### src/rtl/stream_demux_2.sv
// stream_demux_2: 1-to-2 packet demultiplexer with a one-beat slice per output.
// Optional packet counters are enabled by defining STREAM_DEMUX_PKT_CNT_EN.
module stream_demux_2 #(
    parameter int DATA_W = 8,
    parameter int CNT_W  = 16
) (
    input  logic              sys_clk,
    input  logic              sys_rst_n,
    input  logic [DATA_W-1:0] in_data,
    input  logic              in_valid,
    input  logic              in_last,
    output logic              in_ready,
    input  logic              sel,
    output logic [DATA_W-1:0] out_a_data,
    output logic              out_a_valid,
    output logic              out_a_last,
    input  logic              out_a_ready,
    output logic [DATA_W-1:0] out_b_data,
    output logic              out_b_valid,
    output logic              out_b_last,
    input  logic              out_b_ready,
    output logic              busy,
    output logic [CNT_W-1:0]  pkt_cnt_a,
    output logic [CNT_W-1:0]  pkt_cnt_b
);

    typedef enum logic [1:0] {
        IDLE  = 2'd0,
        PKT_A = 2'd1,
        PKT_B = 2'd2
    } state_t;

    state_t r_state;
    state_t w_state_nxt;

    logic              r_a_valid;
    logic              r_a_last;
    logic [DATA_W-1:0] r_a_data;
    logic              r_b_valid;
    logic              r_b_last;
    logic [DATA_W-1:0] r_b_data;

    logic w_free_a;
    logic w_free_b;
    logic w_dest_b;
    logic w_ready;
    logic w_acc;
    logic w_load_a;
    logic w_load_b;

    // A slot is free when empty or draining this cycle, giving full rate.
    assign w_free_a = !r_a_valid || out_a_ready;
    assign w_free_b = !r_b_valid || out_b_ready;

    // Destination follows sel only between packets; locked otherwise.
    always_comb begin
        w_dest_b = sel;
        case (r_state)
            IDLE:    w_dest_b = sel;
            PKT_A:   w_dest_b = 1'b0;
            PKT_B:   w_dest_b = 1'b1;
            default: w_dest_b = sel;
        endcase
    end

    assign w_ready  = sys_rst_n && (w_dest_b ? w_free_b : w_free_a);
    assign w_acc    = in_valid && w_ready;
    assign w_load_a = w_acc && !w_dest_b;
    assign w_load_b = w_acc && w_dest_b;

    // Next-state logic: open a packet on a non-last beat, close on last.
    always_comb begin
        w_state_nxt = r_state;
        if (w_acc) begin
            case (r_state)
                IDLE: begin
                    if (!in_last)
                        w_state_nxt = sel ? PKT_B : PKT_A;
                end
                PKT_A, PKT_B: begin
                    if (in_last)
                        w_state_nxt = IDLE;
                end
                default: w_state_nxt = IDLE;
            endcase
        end
    end

    // State register.
    always_ff @(posedge sys_clk or negedge sys_rst_n) begin
        if (!sys_rst_n)
            r_state <= IDLE;
        else
            r_state <= w_state_nxt;
    end

    // Output A slice: load replaces, drain clears valid, stall holds.
    always_ff @(posedge sys_clk or negedge sys_rst_n) begin
        if (!sys_rst_n) begin
            r_a_valid <= 1'b0;
            r_a_last  <= 1'b0;
            r_a_data  <= '0;
        end else if (w_load_a) begin
            r_a_valid <= 1'b1;
            r_a_last  <= in_last;
            r_a_data  <= in_data;
        end else if (out_a_ready) begin
            r_a_valid <= 1'b0;
        end
    end

    // Output B slice: load replaces, drain clears valid, stall holds.
    always_ff @(posedge sys_clk or negedge sys_rst_n) begin
        if (!sys_rst_n) begin
            r_b_valid <= 1'b0;
            r_b_last  <= 1'b0;
            r_b_data  <= '0;
        end else if (w_load_b) begin
            r_b_valid <= 1'b1;
            r_b_last  <= in_last;
            r_b_data  <= in_data;
        end else if (out_b_ready) begin
            r_b_valid <= 1'b0;
        end
    end

`ifdef STREAM_DEMUX_PKT_CNT_EN
    logic [CNT_W-1:0] r_cnt_a;
    logic [CNT_W-1:0] r_cnt_b;

    // Count delivered packets: handshake on a last beat, wrapping.
    always_ff @(posedge sys_clk or negedge sys_rst_n) begin
        if (!sys_rst_n) begin
            r_cnt_a <= '0;
            r_cnt_b <= '0;
        end else begin
            if (r_a_valid && out_a_ready && r_a_last)
                r_cnt_a <= r_cnt_a + CNT_W'(1);
            if (r_b_valid && out_b_ready && r_b_last)
                r_cnt_b <= r_cnt_b + CNT_W'(1);
        end
    end

    assign pkt_cnt_a = r_cnt_a;
    assign pkt_cnt_b = r_cnt_b;
`else
    assign pkt_cnt_a = '0;
    assign pkt_cnt_b = '0;
`endif

    assign in_ready    = w_ready;
    assign out_a_data  = r_a_data;
    assign out_a_valid = r_a_valid;
    assign out_a_last  = r_a_last;
    assign out_b_data  = r_b_data;
    assign out_b_valid = r_b_valid;
    assign out_b_last  = r_b_last;
    assign busy        = (r_state != IDLE);

endmodule

### config.mk
export PLATFORM = sky130hd
export DESIGN_NAME = stream_demux_2
export DESIGN_NICKNAME = d
export VERILOG_FILES = /design/src/rtl/stream_demux_2.sv
export SDC_FILE = /design/constraint.sdc
export NUM_CORES = 1
export LEC_CHECK = 0
export ABC_AREA = 1
export CAP_MARGIN = 20
export CORE_MARGIN = 3
export CORE_UTILIZATION = 39
export DETAILED_ROUTE_END_ITERATION = 6
export PLACE_DENSITY_LB_ADDON = 0.08
export SYNTH_ARGS = -nofsm -noshare
export SYNTH_HDL_FRONTEND = slang
export SYNTH_SLANG_ARGS = --single-unit
export TNS_END_PERCENT = 10
### constraint.sdc
create_clock -name sys_clk -period 1.8 [get_ports sys_clk]
set_input_delay 0.27 -clock sys_clk [delete_from_list [all_inputs] [get_ports sys_clk]]
set_output_delay 0.27 -clock sys_clk [all_outputs]
set_load 0.01 [all_outputs]
== Word-level counts from Yosys, hierarchy flattened ==
Index checks and enable logic that the tools add are counted.
Storage, ports and cells
  flip-flop bits (word level): 22
  latch bits: 0
  RAM bits: 0
  memory bits (read-only): 0
  input port bits: 15
  memories kept: 0
Operators by class
  $add $sub $neg: 0
  $mul: 0
  divide/modulo/power cells: 0
  $lt $le $gt $ge: 0
  eq/ne operators: 4
  shifts and indexed selects: 0
  muxes and demuxes: 10
  bitwise gates (word level): 0
  reduce and logical (&&, ||, !) cells: 15
Operator list (count)
  $mux 2: 3
  $reduce_bool 2->1: 3
  $mux 1: 5
  $logic_and 1x1->1: 4
  $ne 2x2->1 const B: 2
  $pmux 2 s2: 1
  $logic_not 1->1: 3
  $reduce_and 3->1: 1
  $eq 2x1->1 const B: 1
  $eq 2x2->1 const B: 1
  $logic_not 2->1: 1
  $logic_or 1x1->1: 2
  $pmux 1 s2: 1
  $reduce_or 2->1: 1

== Depth between registers and ports, before layout ==
  depth after elaboration: 7
  depth in mapped cells: 10

== Worst setup path before layout ==
Ideal clock, no wire load.
  kind: reg2out
  start: register r_state[0]
  end: output port in_ready
  arrival: 1.280 ns
  data required time: 1.530 ns
  setup slack: 0.250 ns
  stages on the path, launching flop included: 8
  cell sequence: dfrtp_1 > inv_1 > ha_1 > nand2_1 > nand2_4 > and2_4 > nor2_4 > buf_6
Between the ends
  cells in the longest elaborated chain, start to end: 4
  elaborated cells between the ends (all ways): 5
  classes of those cells: eq/ne (2); mux (2); reduce/logical (1)
Ends and longest elaborated chain
  start, declared: RTL line 33  | state_t r_state;
  start signal, assigned: RTL line 94  | r_state <= w_state_nxt;
  $eq 2x2->1 or $eq 2x1->1 (tied branches): RTL line 58  | case (r_state)
  $pmux 1 s2 (*): RTL line 58
  $mux 1 (*): RTL line 66  | assign w_ready = sys_rst_n && (w_dest_b ? w_free_b : w_free_a);
  $logic_and 1x1->1 (*): RTL line 66
  end, declared: RTL line 12  | output logic in_ready,
Mark *: on every way between the ends. The rest lies on a longest branch, timed or not.

== Final worst setup path ==
Ends and elaborated chain as after synthesis.

==> impl_metrics.py <==
metrics = {
    "run_status": {
        "status": "finished, violations left",
        "violations": "negative setup slack",
    },
    "critical_path": {
        "cp.required_ns": 1.53,
        "crit_chain": "inv_2, buf_4, ha_4, nand2_2, nand2_4, and2_4, nor2_4, buf_6",
        "cp.arrival_ns": 1.56,
        "crit_path_max_incr_delay_ns": 0.39,
        "cp-end-kind": "output port",
        "slowest_stage": "dfrtp_1",
        "crit_type": "flip-flop to output port",
        "critical_path.startpoint_type": "flip-flop",
        "critPathMaxFanout": 2,
    },
    "floorplan": {
        "io_pins": 69,
        "core_area_sq_mm": 0.003153,
        "die_height_um": 64.34,
        "rows": 20,
        "dieArea_sq_mm": 0.004140,
        "die_x_um": 64.34,
        "initial_core_util_pct": 42.10,
    },
    "sta": {
        "fin_skew_ns": 0.003154,
        "hold_ws_ns": 0.3657,
        "timing.final.ws_setup_ns": -0.02585,
        "rsz0062_at_grt": "true",
        "finalMaxSlewViolations": 0,
        "max_freq_mhz": 547.7,
        "min_period_ns": 1.826,
        "finalCritPeriodShare_pct": 101.4,
        "setup_viol": 1,
        "hold_viol_final": 0,
    },
    "route": {
        "drtIter0Drc": 29,
        "wirelength_mm": 2.944,
        "ant_nets": 0,
        "vias": 1038,
        "drc": 0,
        "wl_per_cell_um": 12.17,
        "drtPass1Iterations": 5,
        "vias_per_cell": 4.289,
    },
    "pwr": {
        "power_leakage_nw": 0.9143,
        "seqPwrFrac_pct": 33.5,
        "p_clk_share_pct": 11.1,
        "switching_share_pct": 37.86,
        "internal-power_mw": 1.542,
        "ir_worst_vdd_mv": 0.6030,
        "p_total_mw": 2.482,
        "combPwrFrac_pct": 55.5,
        "power.switching_mw": 0.9397,
        "power.density_mw_per_mm2": 1387,
    },
    "flow_run": {
        "drv_cap": 0,
    },
    "grt": {
        "antenna_found_initial": 0,
        "grt_pass1_vias": 971,
        "grt_start_max_net_pins": 20,
        "grt_use_total_pct": 14.83,
        "overflow": 0,
        "grt_pass1_wl_mm": 4.705,
    },
    "final_layout": {
        "layout_commonest_cell": "clkdlybuf4s50_1",
        "area_delta_synth_final_pct": 34.78,
        "drive_gt1_share_pct": 22.22,
        "antenna_cells": 0,
        "nets": 216,
        "final_cell_mix": "clkdlybuf4s50_1 (34), nand2_1 (33), conb_1 (32), dfrtp_1 (22), inv_1 (14)",
    },
    "synthesis": {
        "ys_top_cells_by_area": "dfrtp_1 (41%), buf_4 (18%), nand2_1 (9.9%)",
        "synth_area_sq_mm": 0.001328,
        "yosysSeqAreaShare_pct": 41.47,
        "synth-simple-area-share_pct": 22.53,
        "netlist.area_leader.share_pct": 41.47,
        "synth_top_family_by_area": "buffers and inverters",
        "synth_cell_types": 22,
        "netlist_instances": 149,
        "muxShareOfSynthArea_pct": 0,
        "synth_compound_area_share_pct": 7.729,
        "synth_adder_area_share_pct": 1.885,
        "synth_xor_area_share_pct": 0,
        "yosysTopAreaCell": "dfrtp_1",
        "yosysWarnings": 0,
        "synth.avg_cell_area_sq_um": 8.910,
        "synth_seq_cells": 22,
    },
    "placement": {
        "port_buffers": 36,
        "gp_congestion": 0.8825,
        "dpl.hpwl_mm": 2.242,
        "place_ws_ns": -0.1720,
    },
    "clocking": {
        "cts_root_buf": "clkbuf_4",
        "h-tree-depth": 1,
        "tritoncts": "yes",
        "clock_path_buffers": 2,
        "clock_sinks": 22,
        "cts.clk_slew.worst_paths_ns": 0.12,
        "numCtsBuffers": 3,
        "clock_latency_ns": 0.31,
    },
    "worst_hold_path": {
        "hp-class": "input pin to async pin",
    },
}
[kinds of logic (layout without fill, tap and decap cells)]
| kind of cell | Yosys count | count (layout) |
|---|---|---|
| simple gates | 57 | 57 |
| other cells | 1 | 32 |
| flops | 22 | 22 |
| fa+ha+maj | 2 | 2 |
| compound gates | 13 | 13 |
| buf+inv | 54 | 72 |
[synthesized netlist by cell type]
master   count
nand2_1     35
buf_4       32
dfrtp_1     22
inv_1       17
nand4_1     12
o21ai_2      9
buf_6        3
nor2_1       3
ha_1         2
o21ai_0      2
a21oi_2      1
and2_4       1
buf_2        1
conb_1       1
inv_2        1
nand2_2      1
nand2_4      1
nand3_2      1
nand4_2      1
nand4_4      1
nor2_4       1
o21ai_1      1
[layer usage]
layer	vias up	wire length, um	track usage, %
met5	-	0	0
met4	0	46	6.332
met3	4	197	2.285
met2	53	1481	26.16
met1	477	1218	17.70
li1	504	-	-
[per-stage QoR]
stage	cells	area, sq um	utilization (%)	setup TNS (ns)
after CTS	241	1763	55.91	-0.001346
after detailed placement	236	1683	53.37	-0.4830
after global placement	236	1683	53.37	-0.1562
after floorplan	180	1444	-	0
after global routing	242	1789	56.75	-0.09084
final	242	1789	56.75	-0.02585
[state kept, by name (all words and copies together), names as in the netlist]
register and count:
out_a_data 8, out_b_data 8, r_state 2, out_a_last 1
out_a_valid 1, out_b_last 1, out_b_valid 1
[critical path: cells and delay by family (launching register included)]
| kind | cells | cell delay (ns) |
|---|---|---|
| DFF | 1 | 0.39 |
| adders and majority gates | 1 | 0.15 |
| buffers and inverters | 3 | 0.31 |
| and+or+nand+nor | 4 | 0.39 |
[timing repair]
| item | 4_1_cts | 5_1_grt |
|---|---|---|
| setup buffers | 1 | 1 |
| endpoints found under the setup margin | 12 | 12 |
| hold buffers | 0 | 0 |
| resized for setup | 14 | 3 |
| pin swaps | 4 | 0 |
| gates cloned | 0 | 0 |
[power groups by stage]
| stage | logic (mW) | clock network [mW] | registers (mW) |
|---|---|---|---|
| 6_report | 1.38 | 0.275 | 0.830 |
| 5_1_grt | 1.48 | 0.309 | 0.866 |
| 4_1_cts | 1.35 | 0.290 | 0.834 |
| 3_5_place_dp | 1.27 | 0 | 0.842 |
| 3_3_place_gp | 1.25 | 0 | 0.826 |
| 2_1_floorplan | 0.594 | 0 | 0.931 |
[path summary, 6_finish.rpt]
path                                      startpoint                        end  slack (ns)  cells after the start
hold reg to reg            out_b_data[1]$_DFFE_PN0P_  out_b_data[1]$_DFFE_PN0P_        0.49                      2
setup / recovery              r_state[0]$_DFFE_PN0P_                   in_ready       -0.03                      8
min in group sys_clk       out_b_data[1]$_DFFE_PN0P_  out_b_data[1]$_DFFE_PN0P_        0.49                      2
setup reg to reg              r_state[0]$_DFFE_PN0P_     r_state[1]$_DFFE_PN0P_        0.09                     11
max in group asynchronous                  sys_rst_n  out_b_data[3]$_DFFE_PN0P_        1.19                      2
hold / removal                             sys_rst_n     r_state[1]$_DFFE_PN0P_        0.37                      2
[area by class of cell]
| type | count | area (sq um) |
|---|---|---|
| tap | 44 | 55.05 |
| fill | 302 | 1364 |
| timing repair buffer | 50 | 481.7 |
| inverter | 18 | 67.56 |
| clock buffer | 4 | 36.28 |
| multi-input combinational | 104 | 598.1 |
| sequential | 22 | 550.5 |
Power figures use the tool's default switching activity.
